### src/rtl/auction_pkg.sv
// Shared types and constants for the serial sealed-bid auction.
// Pricing-mode encodings and the FSM state type live here so all files agree.
package auction_pkg;

    typedef enum logic [1:0] {
        IDLE    = 2'd0,
        COLLECT = 2'd1,
        DONE    = 2'd2
    } auction_state_e;

    localparam int AUCTION_FIRST_PRICE  = 0;
    localparam int AUCTION_SECOND_PRICE = 1;

endpackage

### src/rtl/auction_seq_if.sv
// Bid stream between a bid source (master) and the auction engine (slave).
// bid_idx tells the source which bidder's bid is expected next.
interface auction_seq_if #(
    parameter int N = 2,
    parameter int W = 16
);
    logic         bid_valid;
    logic [W-1:0] bid_in;
    logic         bid_ready;
    logic [N-1:0] bid_idx;

    modport master (output bid_valid, bid_in, input bid_ready, bid_idx);
    modport slave  (input bid_valid, bid_in, output bid_ready, bid_idx);
endinterface

### src/rtl/auction_cmp_update.sv
// One running-max step: folds bid b of bidder i into (best, second, best_idx).
// Strict comparisons keep the lowest index on ties and let a tied top bid set second.
module auction_cmp_update #(
    parameter int W = 16,
    parameter int N = 2
) (
    input  logic [W-1:0] b,
    input  logic [N-1:0] i,
    input  logic [W-1:0] best,
    input  logic [W-1:0] second,
    input  logic [N-1:0] best_idx,
    output logic [W-1:0] best_next,
    output logic [W-1:0] second_next,
    output logic [N-1:0] best_idx_next
);

    always_comb begin
        // NOTE: every output gets a default first so no path through the block infers a latch.
        best_next     = best;
        second_next   = second;
        best_idx_next = best_idx;
        if (b > best) begin
            second_next   = best;
            best_next     = b;
            best_idx_next = i;
        end else if (b > second) begin
            second_next = b;
        end
    end

endmodule

### src/rtl/auction_seq.sv
// Serial auction over 2^N bidders: collects one bid per handshake, tracks the
// top two bids, and publishes winner and clearing price with a one-cycle done pulse.
module auction_seq
    import auction_pkg::*;
#(
    parameter int N    = 2,
    parameter int W    = 16,
    parameter int MODE = AUCTION_FIRST_PRICE
) (
    input  logic          clk,
    input  logic          rst,
    input  logic          start,
    auction_seq_if.slave  bid,
    output logic          done,
    output logic [W-1:0]  winning_bid,
    output logic [N-1:0]  winner
);

    localparam logic [N-1:0] IDX_LAST = '1;
    localparam logic [N-1:0] IDX_ONE  = 1;

    auction_state_e state, state_next;

    logic [W-1:0] best, second, best_n, second_n;
    logic [N-1:0] best_idx, best_idx_n, idx;
    logic         ready;
    logic         accept, last_accept, begin_auction;

    assign accept        = (state == COLLECT) && bid.bid_valid;
    assign last_accept   = accept && (idx == IDX_LAST);
    assign begin_auction = start && (state != COLLECT);

    auction_cmp_update #(.W(W), .N(N)) u_cmp (
        .b            (bid.bid_in),
        .i            (idx),
        .best         (best),
        .second       (second),
        .best_idx     (best_idx),
        .best_next    (best_n),
        .second_next  (second_n),
        .best_idx_next(best_idx_n)
    );

    // NOTE: sequential state uses non-blocking assignments so every register samples pre-edge values.
    always_ff @(posedge clk) begin
        if (rst) state <= IDLE;
        else     state <= state_next;
    end

    always_comb begin
        state_next = state;
        unique case (state)
            IDLE:    if (start)       state_next = COLLECT;
            COLLECT: if (last_accept) state_next = DONE;
            DONE:    if (start)       state_next = COLLECT;
            default:                  state_next = IDLE;
        endcase
    end

    always_comb begin
        ready = (state == COLLECT);
    end

    assign bid.bid_ready = ready;
    assign bid.bid_idx   = idx;

    always_ff @(posedge clk) begin
        if (rst) begin
            best        <= '0;
            second      <= '0;
            best_idx    <= '0;
            idx         <= '0;
            done        <= 1'b0;
            winning_bid <= '0;
            winner      <= '0;
        end else begin
            done <= last_accept;
            if (begin_auction) begin
                best     <= '0;
                second   <= '0;
                best_idx <= '0;
                idx      <= '0;
            end else if (accept) begin
                best     <= best_n;
                second   <= second_n;
                best_idx <= best_idx_n;
                idx      <= idx + IDX_ONE;
            end
            // Results are taken from the post-update values of the final bid.
            if (last_accept) begin
                winner      <= best_idx_n;
                winning_bid <= (MODE == AUCTION_SECOND_PRICE) ? second_n : best_n;
            end
        end
    end

endmodule

### src/flat_wrapper.sv
// flat-port wrapper written by rule: the top's interface ports become plain ports
module auction_seq_flat import auction_pkg::*;
#(
    parameter int N    = 2,
    parameter int W    = 16,
    parameter int MODE = AUCTION_FIRST_PRICE
)
  (clk, rst, start, done, winning_bid, winner, bid_bid_valid, bid_bid_in, bid_bid_ready, bid_bid_idx);
  auction_seq_if #(.N(N), .W(W)) bid_i ();
  input  logic clk;
  input  logic rst;
  input  logic start;
  output logic done;
  output logic [W-1:0] winning_bid;
  output logic [N-1:0] winner;
  input wire logic [$bits(bid_i.bid_valid)-1:0] bid_bid_valid;
  input wire logic [$bits(bid_i.bid_in)-1:0] bid_bid_in;
  output wire logic [$bits(bid_i.bid_ready)-1:0] bid_bid_ready;
  output wire logic [$bits(bid_i.bid_idx)-1:0] bid_bid_idx;
  assign bid_i.bid_valid = bid_bid_valid;
  assign bid_i.bid_in = bid_bid_in;
  assign bid_bid_ready = bid_i.bid_ready;
  assign bid_bid_idx = bid_i.bid_idx;
  auction_seq #(.N(N), .W(W), .MODE(MODE)) u_core (.clk(clk), .rst(rst), .start(start), .bid(bid_i), .done(done), .winning_bid(winning_bid), .winner(winner));
endmodule
### config.mk
export PLATFORM = sky130hd
export DESIGN_NAME = auction_seq_flat
export DESIGN_NICKNAME = d
export VERILOG_FILES = /design/src/rtl/auction_pkg.sv /design/src/rtl/auction_seq_if.sv /design/src/rtl/auction_cmp_update.sv /design/src/rtl/auction_seq.sv /design/src/flat_wrapper.sv
export SDC_FILE = /design/constraint.sdc
export NUM_CORES = 1
export LEC_CHECK = 0
export BUFFER_PORTS_ARGS = -buffer_cell sky130_fd_sc_hd__buf_2
export CORE_MARGIN = 10
export CORE_UTILIZATION = 35
export DETAILED_ROUTE_END_ITERATION = 10
export PLACE_DENSITY_LB_ADDON = 0.2
export RECOVER_POWER = 100
export SKIP_CTS_REPAIR_TIMING = 1
export SLEW_MARGIN = 20
export SYNTH_ARGS = -nofsm -noshare
export SYNTH_HDL_FRONTEND = slang
export SYNTH_HIERARCHICAL = 1
export SYNTH_SLANG_ARGS = --single-unit
### constraint.sdc
create_clock -name clk -period 2.9 [get_ports clk]
set_input_delay 0.435 -clock clk [delete_from_list [all_inputs] [get_ports clk]]
set_output_delay 0.435 -clock clk [all_outputs]
set_load 0.05 [all_outputs]
==> results_dict.tcl, run 1 <==
set metrics [dict create \
    cts_sinks 41 \
    final_hold_viol_count 0 \
    ant_nets 0 \
    die_height_um 99.2 \
    powerDensity_nw_per_um2 449 \
    cts.path.max_buffers 2 \
    gp_congestion 0.772 \
    slowest_delay_ns 0.37 \
    intPower_w 0.000794 \
    drive_above_1_share_pct 13.8 \
    cp-end-kind "register" \
    post-route-period-util_pct 86.3 \
    clk_latency_ns 0.29 \
    peakVddDrop_uv 204 \
    cts_root_buffer "clkbuf_8" \
    track_usage_pct 9.84 \
    worstPathRequired_ns 3.06 \
    tightest_slew_ns 0.928 \
    drc 0 \
    drv_cap 0 \
    setup_viol 0 \
    dpl.hpwl_um 3470 \
    dieArea_um2 9840 \
    crit_chain "inv_1, ha_1, nand4_1, nor4_2, a21oi_1, a22oi_1, clkbuf_2, mux2_2, nand2_1, a21oi_1" \
    yosysWarnings 6 \
    rows 28 \
    ctsHtreeMaxLevel 2 \
    routed_wl_um 4850 \
    crit_path_start_kind "register" \
    path_depth 10 \
    fillers 668 \
    critical_path.slowest_cell "mux2_2" \
    io_buffers 41 \
    p_sw_w 0.000278 \
    status "finished, final reports clean" \
    cts_tree "built" \
    synth_fp_nets 302 \
    p_seq_share_pct 53.6 \
    antenna_cells 0 \
    skew_ns 0.00558 \
    crit_top_cell "a21oi_1" \
    min_period_ns 2.50 \
    maxSlewHeadroom_pct 37.8 \
    grt_pass1_wl_um 8170 \
    whs_path_depth 2 \
    first_pass_iters 4 \
    slew_viol_final 0 \
    via_per_inst 4.65 \
    synth_area_um2 2200 \
    leakage_nw 0.870 \
    drtIter0Drc 69 \
    final_nets 334 \
    hold_path.class "reg2reg" \
    numCtsBuffers 5 \
    r2r_cells 10 \
    ios 42 \
    avgSynthCellArea_um2 8.29 \
    core_um2 5990 \
    final_cell_mix "nand2_1, a21oi_1, dfxtp_1, clkbuf_1" \
    final_util_pct 39.9 \
    grt_pass1_vias 1696 \
    die_x_um 99.2 \
    regArea_um2 821 \
    antenna_found_initial 0 \
    wire_per_inst_um 13.0 \
    overflow 0 \
    rsz0062_at_grt "no" \
    route.vias.total 1736 \
    clk_pin_slew_ns 0.08 \
    max_freq_ghz 0.400 \
    syn_to_final_growth_pct 8.77 \
    p_comb_share_pct 13.2 \
    postSynthCellCount 265 \
    p_clk_share_pct 33.2 \
    multi_input_area_um2 1120 \
    switching_share_pct 26.0 \
    critPathKind "reg2reg" \
    fin_tns_setup_ns 0 \
    initial_core_util_pct 36.7 \
    arrival_ns 2.66 \
    crit_buf_inv 2 \
    cpLargestDelayFamily "simple AND/OR/NAND/NOR gates" \
    layout_commonest_cell "nand2_1" \
    grt_max_degree 23 \
    crit_fanout 7 \
]
==> worst register-to-register path: stages, from the launching register on <==
cell and delay [ns]:
dfxtp_1 0.35, inv_1 0.05, ha_1 0.30, nand4_1 0.18, nor4_2 0.35, a21oi_1 0.11
a22oi_1 0.25, clkbuf_2 0.28, mux2_2 0.37, nand2_1 0.07, a21oi_1 0.07
==> power by group through the flow <==
stage / Clock, W / Combinational [W] / Sequential, W
finish: 0.000356 / 0.000141 / 0.000575
global route: 0.000399 / 0.000161 / 0.000576
CTS: 0.000377 / 0.000147 / 0.000575
detailed placement: 0 / 0.000146 / 0.000588
global placement: 0 / 0.000146 / 0.000588
floorplan: 0 / 0.000118 / 0.000588
==> metrics by stage <==
step | cells | power (W) | area, um2 | setup WS, ns | hold slack (ns)
5_1_grt | 373 | 0.00114 | 2390 | 0.129 | 0.471
3_5_place_dp | 365 | 0.000734 | 2350 | 0.284 | 0.445
2_1_floorplan | 265 | 0.000706 | 2200 | 0.469 | 0.428
3_3_place_gp | 365 | 0.000734 | 2350 | 0.371 | 0.440
6_report | 373 | 0.00107 | 2390 | 0.397 | 0.455
4_1_cts | 373 | 0.00110 | 2430 | 0.440 | 0.455
==> flip-flops by register name (all words and copies together), names as in the netlist <==
signal / cells
u_core/best: 16
u_core/winning_bid: 16
u_core/best_idx: 2
u_core/bid.bid_idx: 2
u_core/state: 2
u_core/winner: 2
u_core/done: 1
==> metal layers <==
layer | vias to the layer above | share of wire (%) | GRT usage (%)
met1 | 774 | 52 | 12.7
met3 | 2 | 5.6 | 3.46
met5 | - | 0 | 0
li1 | 932 | - | -
met2 | 28 | 42 | 15.1
met4 | 0 | 0.31 | 2.65
==> area by class of cell <==
type / count / area share, %
multi-input combinational: 186 / 47.1
sequential: 41 / 34.4
timing repair buffer: 44 / 8.17
tap: 75 / 3.93
clock buffer: 6 / 3.04
inverter: 19 / 2.99
clock inverter: 2 / 0.419
==> final timing paths <==
| check | slack (ns) | start | to |
|---|---|---|---|
| max | 0.40 | u_core/best[14] | u_core/winning_bid[6] |
| min | 0.45 | u_core/winning_bid[8] | u_core/winning_bid[8] |
| max reg2reg | 0.40 | u_core/best[14] | u_core/winning_bid[6] |
| min reg2reg | 0.45 | u_core/winning_bid[8] | u_core/winning_bid[8] |
Note: power is estimated with default switching activity, not from simulation.
==> run 2: changes to the inputs <==
CELL_PAD_IN_SITES_DETAIL_PLACEMENT = 1   (was unset)
CELL_PAD_IN_SITES_GLOBAL_PLACEMENT = 2   (was unset)
==> results_dict.tcl, run 2 (same netlist as run 1, synthesis figures left out) <==
set metrics [dict create \
    status "finished, final reports clean" \
    cp-end-kind "register" \
    post-route-period-util_pct 86.1 \
    gp_congestion 0.705 \
    powerDensity_nw_per_um2 453 \
    crit_buf_inv 2 \
    drtIter0Drc 55 \
    cts_sinks 41 \
    routed_wl_um 5420 \
    leakage_nw 0.863 \
    drive_above_1_share_pct 10.8 \
    rsz0062_at_grt "no" \
    critPathKind "reg2reg" \
    critical_path.slowest_cell "nor4_2" \
    io_buffers 41 \
    cts_root_buffer "clkbuf_8" \
    syn_to_final_growth_pct 8.55 \
    track_usage_pct 11.4 \
    overflow 0 \
    crit_fanout 9 \
    grt_pass1_vias 1872 \
    via_per_inst 4.89 \
    p_clk_share_pct 33.6 \
    dpl.hpwl_um 3860 \
    crit_top_cell "a21oi_1" \
    clk_pin_slew_ns 0.08 \
    fillers 763 \
    grt_max_degree 23 \
    crit_chain "inv_1, ha_1, nand4_1, nor4_2, a21oi_1, a22oi_1, buf_4, mux2_1, nand2_1, a21oi_1" \
    intPower_w 0.000796 \
    ant_nets 0 \
    cts.path.max_buffers 2 \
    arrival_ns 2.65 \
    dp.cells 364 \
    stdcell_count 372 \
    final_nets 333 \
    ios 42 \
    tightest_slew_ns 0.994 \
    ctsHtreeMaxLevel 2 \
    cts_tree "built" \
    rows 28 \
    crit_path_start_kind "register" \
    p_sw_w 0.000283 \
    final_hold_viol_count 0 \
    grt_pass1_wl_um 9290 \
    setup_viol 0 \
    antenna_found_initial 0 \
    wire_per_inst_um 14.6 \
    initial_core_util_pct 36.7 \
    clk_latency_ns 0.29 \
    layout_commonest_cell "nand2_1" \
    drc 0 \
    worstPathRequired_ns 3.05 \
    core_um2 5990 \
    slowest_delay_ns 0.37 \
    max_freq_ghz 0.401 \
    antenna_cells 0 \
    switching_share_pct 26.2 \
    slew_viol_final 0 \
    drv_cap 0 \
    peakVddDrop_uv 218 \
    skew_ns 0.00494 \
    route.vias.total 1820 \
    dieArea_um2 9840 \
    hold_path.class "reg2reg" \
    die_x_um 99.2 \
    cpLargestDelayFamily "simple AND/OR/NAND/NOR gates" \
    reg_top3 "u_core/best: 16 flops, u_core/winning_bid: 16 flops" \
    die_height_um 99.2 \
    first_pass_iters 4 \
    final_cell_mix "nand2_1, a21oi_1, dfxtp_1, clkbuf_1" \
    maxSlewHeadroom_pct 33.4 \
    min_period_ns 2.50 \
    rrSetupSlack_ns 0.40 \
    p_seq_share_pct 53.2 \
    fin_tns_setup_ns 0 \
    numCtsBuffers 5 \
    p_comb_share_pct 13.2 \
]
-- run 2: stage by stage --
step | hold WS [ns] | setup slack, ns | instance area [um2] | total power [W] | util, %
detailed placement | 0.446 | 0.255 | 2340 | 0.000737 | 39.1
global placement | 0.442 | 0.340 | 2340 | 0.000736 | 39.1
finish | 0.456 | 0.403 | 2380 | 0.00108 | 39.8
global route | 0.476 | 0.108 | 2380 | 0.00115 | 39.8
floorplan | 0.428 | 0.469 | 2200 | 0.000706 | -
CTS | 0.457 | 0.382 | 2420 | 0.00111 | 40.4
-- run 2: path summary, 6_finish.rpt --
| path | cells after the start | end | startpoint |
|---|---|---|---|
| setup reg to reg | 10 | u_core/best[2] | u_core/best[14] |
| hold / removal | 2 | u_core/winning_bid[3] | u_core/winning_bid[3] |
| hold reg to reg | 2 | u_core/winning_bid[3] | u_core/winning_bid[3] |
| setup / recovery | 10 | u_core/best[2] | u_core/best[14] |
-- run 2: cell type report --
type,instances,area (um2),share of cell area [%]
Multi-Input combinational cell,186,1120,47.2
Inverter,19,71.3,2.99
Clock buffer,8,80.1,3.36
Sequential cell,41,821,34.4
Timing Repair Buffer,43,193,8.08
Tap cell,75,93.8,3.94
-- run 2: tightest hold or removal path, stage by stage (launching register included) --
cell and delay, ns:
dfxtp_1 0.31, nand2_1 0.05, a21oi_1 0.05
-- run 2: metal layers --
metal	track usage [%]	vias to the layer above	part of all wire, %
met1	14.3	852	49
li1	-	932	-
met2	17.8	31	44
met3	4.08	5	5.5
met5	0	-	0
met4	3.64	0	1.2
-- run 2: power by group through the flow --
stage	Sequential (W)	Clock (W)	Combinational, W
CTS	0.000575	0.000384	0.000149
detailed placement	0.000588	0	0.000148
floorplan	0.000588	0	0.000118
finish	0.000575	0.000363	0.000143
global route	0.000576	0.000416	0.000162
global placement	0.000588	0	0.000147
